==> src/rtl/vdp18_sched.sv <==
`default_nettype none
// ============================================================================
// Module   : vdp18_sched  (with package vdp18_pkg)
// Purpose  : VDP raster timing generator and VRAM access scheduler. Owns the
//            horizontal/vertical counters, decodes every 2-pixel memory slot
//            into an access_t, and raises frame / line-compare interrupts.
// Ports    : clk_i, reset_i           - clock, synchronous active-high reset
//            clk_en_5m37_i            - pixel clock enable
//            opmode_i, reg_blank_i,
//            reg_size1_i              - display mode, blank, 16x16 sprites
//            stop_sprite_i            - end sprite fetches for this line
//            line_cmp_i, ie0_i, ie1_i - line compare value, irq enables
//            status_rd_i, line_ack_i  - frame / line flag clear pulses
//            hcount_o, vcount_o       - raster position
//            clk_en_acc_o             - last pixel of each slot
//            access_type_o, spr_idx_o - slot decode, sprite group index
//            vert_active_o, hor_active_o, frame_flag_o, line_flag_o, irq_o
// Revision : 1.0 - initial release
// ============================================================================

package vdp18_pkg;
  typedef enum logic [1:0] {
    OPMODE_GRAPH1 = 2'd0,
    OPMODE_GRAPH2 = 2'd1,
    OPMODE_MULTIC = 2'd2,
    OPMODE_TEXTM  = 2'd3
  } opmode_t;

  // CPU is encoded as zero so the reset state decodes to a CPU slot.
  typedef enum logic [3:0] {
    AC_CPU  = 4'd0,
    AC_PNT  = 4'd1,
    AC_PCT  = 4'd2,
    AC_PGT  = 4'd3,
    AC_STST = 4'd4,
    AC_SATY = 4'd5,
    AC_SATX = 4'd6,
    AC_SATN = 4'd7,
    AC_SATC = 4'd8,
    AC_SPTH = 4'd9,
    AC_SPTL = 4'd10
  } access_t;
endpackage

module vdp18_sched
  import vdp18_pkg::*;
#(
  parameter int H_TOTAL   = 342,
  parameter int V_TOTAL   = 262,
  parameter int V_ACTIVE  = 192,
  parameter int NUM_SPR   = 4,
  parameter int SPR_START = 264,
  localparam int SPR_W    = (NUM_SPR > 1) ? $clog2(NUM_SPR) : 1
) (
  input  logic             clk_i,
  input  logic             reset_i,
  input  logic             clk_en_5m37_i,
  input  opmode_t          opmode_i,
  input  logic             reg_blank_i,
  input  logic             reg_size1_i,
  input  logic             stop_sprite_i,
  input  logic [8:0]       line_cmp_i,
  input  logic             ie0_i,
  input  logic             ie1_i,
  input  logic             status_rd_i,
  input  logic             line_ack_i,
  output logic [8:0]       hcount_o,
  output logic [8:0]       vcount_o,
  output logic             clk_en_acc_o,
  output access_t          access_type_o,
  output logic [SPR_W-1:0] spr_idx_o,
  output logic             vert_active_o,
  output logic             hor_active_o,
  output logic             frame_flag_o,
  output logic             line_flag_o,
  output logic             irq_o
);

  // --------------------------------------------------------------------------
  // Elaboration-time parameter checks
  // --------------------------------------------------------------------------
  if ((H_TOTAL % 2) != 0 || H_TOTAL > 512) begin : g_err_htotal
    $error("vdp18_sched: H_TOTAL must be even and <= 512");
  end
  if (V_TOTAL > 512 || V_ACTIVE >= V_TOTAL) begin : g_err_vtotal
    $error("vdp18_sched: V_TOTAL must be <= 512 and exceed V_ACTIVE");
  end
  if ((SPR_START % 2) != 0 || SPR_START < 256) begin : g_err_sprstart
    $error("vdp18_sched: SPR_START must be even and >= 256");
  end
  if (SPR_START + 16*NUM_SPR > H_TOTAL) begin : g_err_sprend
    $error("vdp18_sched: sprite fetch phase exceeds H_TOTAL");
  end

  localparam logic [8:0] c_H_LAST     = 9'(H_TOTAL - 1);
  localparam logic [8:0] c_V_LAST     = 9'(V_TOTAL - 1);
  localparam logic [8:0] c_V_ACT      = 9'(V_ACTIVE);
  localparam logic [8:0] c_V_ACT_LAST = 9'(V_ACTIVE - 1);
  localparam logic [8:0] c_SPR_START  = 9'(SPR_START);
  localparam logic [9:0] c_SPR_END    = 10'(SPR_START + 16*NUM_SPR);

  logic [8:0] r_hcount;
  logic [8:0] r_vcount;
  logic       r_vert_active;
  logic       r_spr_line_act;
  logic [1:0] r_txt_cnt;
  logic       r_frame_flag;
  logic       r_line_flag;

  logic       w_wrap;
  logic [8:0] w_vcount_nxt;
  logic       w_txt_win;
  logic       w_spr_win;
  logic [2:0] w_spr_sub;
  logic       w_frame_set;
  logic       w_line_set;
  access_t    w_access;
  logic [SPR_W-1:0] w_spr_idx;

  assign w_wrap       = (r_hcount == c_H_LAST);
  assign w_vcount_nxt = (r_vcount == c_V_LAST) ? 9'd0 : r_vcount + 9'd1;
  assign w_txt_win    = (r_hcount >= 9'd8) && (r_hcount < 9'd248);
  assign w_spr_win    = (r_hcount >= c_SPR_START) && ({1'b0, r_hcount} < c_SPR_END);
  // Offset into the sprite phase: bits [3:1] pick the slot within a 16-pixel
  // group, bits above 4 pick the group.
  assign w_spr_sub    = 3'((r_hcount - c_SPR_START) >> 1);
  assign w_frame_set  = clk_en_5m37_i && (r_vcount == c_V_ACT_LAST) && w_wrap;
  assign w_line_set   = clk_en_5m37_i && (r_vcount == line_cmp_i) && (r_hcount == 9'd255);

  // --------------------------------------------------------------------------
  // Counters, line-start latches and interrupt flags
  // --------------------------------------------------------------------------
  always_ff @(posedge clk_i) begin
    if (reset_i) begin
      r_hcount       <= '0;
      r_vcount       <= '0;
      r_vert_active  <= 1'b0;
      r_spr_line_act <= 1'b0;
      r_txt_cnt      <= '0;
      r_frame_flag   <= 1'b0;
      r_line_flag    <= 1'b0;
    end else begin
      if (clk_en_5m37_i) begin
        if (w_wrap) begin
          r_hcount      <= '0;
          r_vcount      <= w_vcount_nxt;
          r_vert_active <= !reg_blank_i && (w_vcount_nxt < c_V_ACT);
          // Sprite fetches on a line serve the following line, so they run
          // on the line before each active line (including the last line of
          // the frame, which feeds line 0). The wrap load beats a stop.
          r_spr_line_act <= !reg_blank_i && (opmode_i != OPMODE_TEXTM) &&
                            ((w_vcount_nxt == c_V_LAST) || (w_vcount_nxt < c_V_ACT_LAST));
        end else begin
          r_hcount <= r_hcount + 9'd1;
          if (stop_sprite_i) begin
            r_spr_line_act <= 1'b0;
          end
        end

        // Text-mode slot phase: holds 0 across hcount 8..9, then steps once
        // per slot (on the odd pixel) through PNT, CPU, PGT.
        if (r_hcount == 9'd7) begin
          r_txt_cnt <= 2'd0;
        end else if (r_hcount[0]) begin
          r_txt_cnt <= (r_txt_cnt == 2'd2) ? 2'd0 : r_txt_cnt + 2'd1;
        end
      end

      // Clears act on every clock; a coincident set wins.
      if (w_frame_set) begin
        r_frame_flag <= 1'b1;
      end else if (status_rd_i) begin
        r_frame_flag <= 1'b0;
      end

      if (w_line_set) begin
        r_line_flag <= 1'b1;
      end else if (line_ack_i) begin
        r_line_flag <= 1'b0;
      end
    end
  end

  // --------------------------------------------------------------------------
  // Slot decode (combinational from registered state)
  // --------------------------------------------------------------------------
  always_comb begin
    w_access  = AC_CPU;
    w_spr_idx = '0;
    if (opmode_i == OPMODE_TEXTM) begin
      if (r_vert_active && w_txt_win) begin
        case (r_txt_cnt)
          2'd0:    w_access = AC_PNT;
          2'd2:    w_access = AC_PGT;
          default: w_access = AC_CPU;
        endcase
      end
    end else if (r_vert_active && !r_hcount[8]) begin
      case (r_hcount[2:1])
        2'd0:    w_access = r_spr_line_act ? AC_STST : AC_CPU;
        2'd1:    w_access = AC_PNT;
        2'd2:    w_access = (opmode_i == OPMODE_MULTIC) ? AC_CPU : AC_PCT;
        default: w_access = AC_PGT;
      endcase
    end else if (r_spr_line_act && w_spr_win) begin
      w_spr_idx = SPR_W'((r_hcount - c_SPR_START) >> 4);
      case (w_spr_sub)
        3'd0:    w_access = AC_SATY;
        3'd1:    w_access = AC_SATX;
        3'd2:    w_access = AC_SATN;
        3'd3:    w_access = AC_SATC;
        3'd4:    w_access = AC_SPTH;
        3'd5:    w_access = reg_size1_i ? AC_SPTL : AC_CPU;
        default: w_access = AC_CPU;
      endcase
    end
  end

  always_comb begin
    hor_active_o = 1'b0;
    if (!reg_blank_i) begin
      hor_active_o = (opmode_i == OPMODE_TEXTM) ? w_txt_win : !r_hcount[8];
    end
  end

  assign hcount_o      = r_hcount;
  assign vcount_o      = r_vcount;
  assign clk_en_acc_o  = clk_en_5m37_i & r_hcount[0];
  assign access_type_o = w_access;
  assign spr_idx_o     = w_spr_idx;
  assign vert_active_o = r_vert_active;
  assign frame_flag_o  = r_frame_flag;
  assign line_flag_o   = r_line_flag;
  assign irq_o         = (r_frame_flag & ie0_i) | (r_line_flag & ie1_i);

endmodule
`default_nettype wire

==> config.mk <==
export PLATFORM = sky130hd
export DESIGN_NAME = vdp18_sched
export DESIGN_NICKNAME = d
export VERILOG_FILES = /design/src/rtl/vdp18_sched.sv
export SDC_FILE = /design/constraint.sdc
export NUM_CORES = 1
export LEC_CHECK = 0
export BUFFER_PORTS_ARGS = -buffer_cell sky130_fd_sc_hd__clkbuf_2
export CORE_ASPECT_RATIO = 0.5
export CORE_UTILIZATION = 53
export CTS_CLUSTER_DIAMETER = 100
export DETAILED_ROUTE_END_ITERATION = 6
export MAX_ROUTING_LAYER = met4
export PLACE_DENSITY = 0.9
export SLEW_MARGIN = 40
export SYNTH_ARGS = -nofsm -noshare
export SYNTH_HDL_FRONTEND = slang
export SYNTH_SLANG_ARGS = --single-unit
==> constraint.sdc <==
create_clock -name clk_i -period 2.1 [get_ports clk_i]
set_input_delay 0.42 -clock clk_i [delete_from_list [all_inputs] [get_ports clk_i]]
set_output_delay 0.42 -clock clk_i [all_outputs]
set_load 0.1 [all_outputs]
==> results.yml <==
outcome:
  outcome: "finished with violations"
  failed_checks: "negative setup slack"
power_and_ir_drop:
  switching_power_mw: 0.279
  p_seq_share_pct: 49.5
  power_report.internal_total_mw: 0.649
  p_per_area_nw_per_um2: 340
  portion_of_total_power_attributed_to_combinational_logic_pct: 18.7
  power.switching_fraction_pct: 30.1
  cellLeakagePower_nw: 1.10
  worst_ir_drop_vdd_uv: 162
  total_power_mw: 0.928
  clock_power_share_pct: 31.8
clock_network:
  clock_tree.root_cell: "sky130_fd_sc_hd__clkbuf_8"
  max-clock-path-buffers: 2
  cts.reportedPaths.clkPinSlew_ns: 0.09
  tritoncts: "built"
  clock_sinks: 24
  cts_htree_levels: 1
  cts_hold_buffers: 0
  clock_insertion_delay_worst_skew_ns: 0.27
  numCtsBuffers: 3
placed_design:
  gp_congestion: 0.860
  dp.cells: 346
  hpwl_dp_um: 4070
  port_buffers: 50
finish:
  n_fill_cell: 211
  layout-area-overhead-vs-synth_pct: 41.8
  post_route_cells_drive_above_1_share_pct: 42.6
  final_cells: 356
  insertedDiodeCount: 0
  design.final.nets: 337
route:
  wirelength_um: 6650
  via_per_inst: 6.32
  drt.antenna.violating_nets: 0
  drt-pass1-iter-count: 4
  post-route-drc-count: 0
  vias: 2249
  initialDrtViolationCount: 229
  routed_wire_length_per_instance_um: 18.7
floorplan:
  initial_core_utilization_pct: 55.8
  floorplan.core_area_um2: 3450
  num_rows: 15
  die_area_um2: 3900
  design.portCount: 51
  chipWidth_um: 87.3
  die-height_um: 44.7
sta:
  post-route-period-util_pct: 119
  rsz0062_at_grt: "true"
  layout_setup_ws_ns: -0.404
  max-slew-margin-rel_pct: 61.7
  timing.final.hold_violations: 0
  hold-worst-slack_ns: 0.408
  fin_crit_ns: 2.50
  number_of_setup_violations_in_the_final_report: 7
  timing_max_transition_violations_final: 0
  slew_at_the_pin_closest_to_its_max_slew_limit_ns: 0.578
  fin_worst_skew_ns: 0.00422
  fmaxAchievable_mhz: 399
synthesis:
  ys_dominant_reg_cell: "sky130_fd_sc_hd__dfxtp_1"
  number_of_enable_flip_flop_cells_after_synthesis: 0
  yosys_register_bits: 24
  post_synth_num_cell_types: 54
  synth_area_per_cell_um2: 7.90
  syn-cell-area_um2: 1930
  postSynthCellCount: 244
  ys_seq_area_share_pct: 24.9
  syn-num-nets: 275
  async_reset_ff_share_pct: 0
  synth.yosys.warnings: 0
global_routing:
  grt_pass1_vias: 1941
  antenna_found_initial: 0
  maximum_number_of_pins_on_one_net_before_global_route_repair: 26
  grt.overflow.total: 0
  global_route.usage.total_pct: 32.0
  grt_first_pass_wirelength_um: 9280
hold_path:
  timing.hold.worst.class: "in2reg"
critical_path:
  worstPathRequired_ns: 1.68
  cp-end-kind: "output pin"
  critical_path_class: "reg2out"
  crit_fanout: 5
  cp-start-kind: "flop"
  cp.arrival_ns: 2.08
run:
  drv_cap: 0
==> cell families (layout without fill, tap and decap cells) <==
| kind of cell | Yosys count | after routing | share of synthesized area (%) |
|---|---|---|---|
| buf+inv | 29 | 90 | 8.31 |
| compound gates | 47 | 47 | 15.9 |
| fa+ha+maj | 10 | 10 | 6.49 |
| simple gates | 111 | 111 | 33.8 |
| mux | 2 | 2 | 1.04 |
| flops | 24 | 24 | 24.9 |
| xor+xnor | 21 | 21 | 9.54 |
==> cell usage after synthesis, types with 3 or more instances <==
cell type	n	area share (%)
sky130_fd_sc_hd__nand2_1	14	2.7
sky130_fd_sc_hd__ha_1	10	6.5
sky130_fd_sc_hd__nand2b_1	4	1.3
sky130_fd_sc_hd__xor2_1	16	7.3
sky130_fd_sc_hd__and3_1	4	1.3
sky130_fd_sc_hd__dfxtp_1	24	25
sky130_fd_sc_hd__inv_1	10	1.9
sky130_fd_sc_hd__nand3_1	10	2.6
sky130_fd_sc_hd__and4_1	3	1.4
sky130_fd_sc_hd__buf_2	5	1.3
sky130_fd_sc_hd__a21oi_1	15	3.9
sky130_fd_sc_hd__nor2_1	26	5.1
sky130_fd_sc_hd__xnor2_1	5	2.3
sky130_fd_sc_hd__a22oi_1	3	1.2
sky130_fd_sc_hd__nand4b_1	4	1.8
sky130_fd_sc_hd__nor4_1	7	2.3
sky130_fd_sc_hd__clkbuf_1	4	0.78
sky130_fd_sc_hd__o21ai_0	11	2.9
sky130_fd_sc_hd__buf_6	3	1.8
sky130_fd_sc_hd__nor3_1	13	3.4
sky130_fd_sc_hd__nand4_1	6	1.9
sky130_fd_sc_hd__buf_4	6	2.3
sky130_fd_sc_hd__nor3b_1	3	1.2
==> routing by layer <==
layer | up-vias | share of wire, % | global-route usage (%)
li1 | 1007 | - | -
met1 | 1067 | 40 | 38.7
met2 | 143 | 48 | 55.5
met3 | 32 | 8.2 | 5.97
met4 | 0 | 3.1 | 9.18
met5 | - | 0 | -
==> layout make-up <==
class                           count  area (µm²)  share of cell area (%)
Sequential cell                    24         522                    19.1
Inverter                           11        51.3                    1.88
Clock buffer                        4        45.0                    1.65
Timing Repair Buffer               75         564                    20.6
Multi-Input combinational cell    191        1490                    54.4
Tap cell                           51        63.8                    2.33
==> power by group through the flow <==
stage / Clock [mW] / Sequential [mW] / Combinational (mW)
finish: 0.295 / 0.460 / 0.174
CTS: 0.292 / 0.458 / 0.166
global route: 0.310 / 0.460 / 0.180
detailed placement: 0 / 0.469 / 0.155
floorplan: 0 / 0.496 / 0.0729
global placement: 0 / 0.469 / 0.150
==> critical path: stages (launching register included) <==
cell	delay (ns)
sky130_fd_sc_hd__dfxtp_4	0.40
sky130_fd_sc_hd__buf_6	0.11
sky130_fd_sc_hd__nor4bb_4	0.29
sky130_fd_sc_hd__nor4_1	0.09
sky130_fd_sc_hd__nor2_1	0.20
sky130_fd_sc_hd__nand4b_1	0.23
sky130_fd_sc_hd__buf_4	0.21
sky130_fd_sc_hd__o21ai_4	0.07
sky130_fd_sc_hd__buf_12	0.19
==> through the flow <==
stage          setup TNS (ns)  util, %  instance area [µm²]  worst slack (ns)
2_1_floorplan           -1.96        -                 2070            -0.407
3_3_place_gp         -0.00165     73.0                 2520          -0.00165
3_5_place_dp           -0.164     73.0                 2520           -0.0901
4_1_cts                 -1.38     77.1                 2660            -0.235
5_1_grt                 -2.72     79.2                 2730            -0.460
6_report                -2.12     79.2                 2730            -0.404
==> path summary, 6_finish.rpt <==
| check | start | endpoint | slack (ns) | cells past startpoint |
|---|---|---|---|---|
| setup reg to reg | hcount_o[3] | vcount_o[4] | 0.02 | 7 |
| hold reg to reg | frame_flag_o | frame_flag_o | 0.50 | 2 |
| hold / removal | status_rd_i | frame_flag_o | 0.41 | 3 |
| setup / recovery | hcount_o[3] | access_type_o[0] | -0.40 | 8 |
==> layout by cell type, fill, tap and decap left out, drive strengths merged, types with 5 or more instances in the layout <==
cell type	Yosys	final
nor3	15	15
clkbuf	4	46
o21ai	11	11
ha	10	10
a21oi	15	15
buf	14	33
xnor2	5	5
nand4	6	6
dfxtp	24	24
nor4	8	8
nor2	27	27
xor2	16	16
nand3	11	11
nand2	14	14
inv	11	11
==> sequential cells by signal (all words and copies together) (netlist names) <==
| signal | cells |
|---|---|
| line_flag_o | 1 |
| vcount_o | 9 |
| vert_active_o | 1 |
| hcount_o | 9 |
| r_txt_cnt | 2 |
| frame_flag_o | 1 |
| r_spr_line_act | 1 |
==> what timing repair did <==
action | 4_1_cts | 5_1_grt
buffers inserted | 3 | 4
resized for setup | 15 | 10
endpoints found under the setup margin | 7 | 20
hold endpoints to repair | 0 | 0
pin swaps | 11 | 5
(Power assumes the default switching activity.)
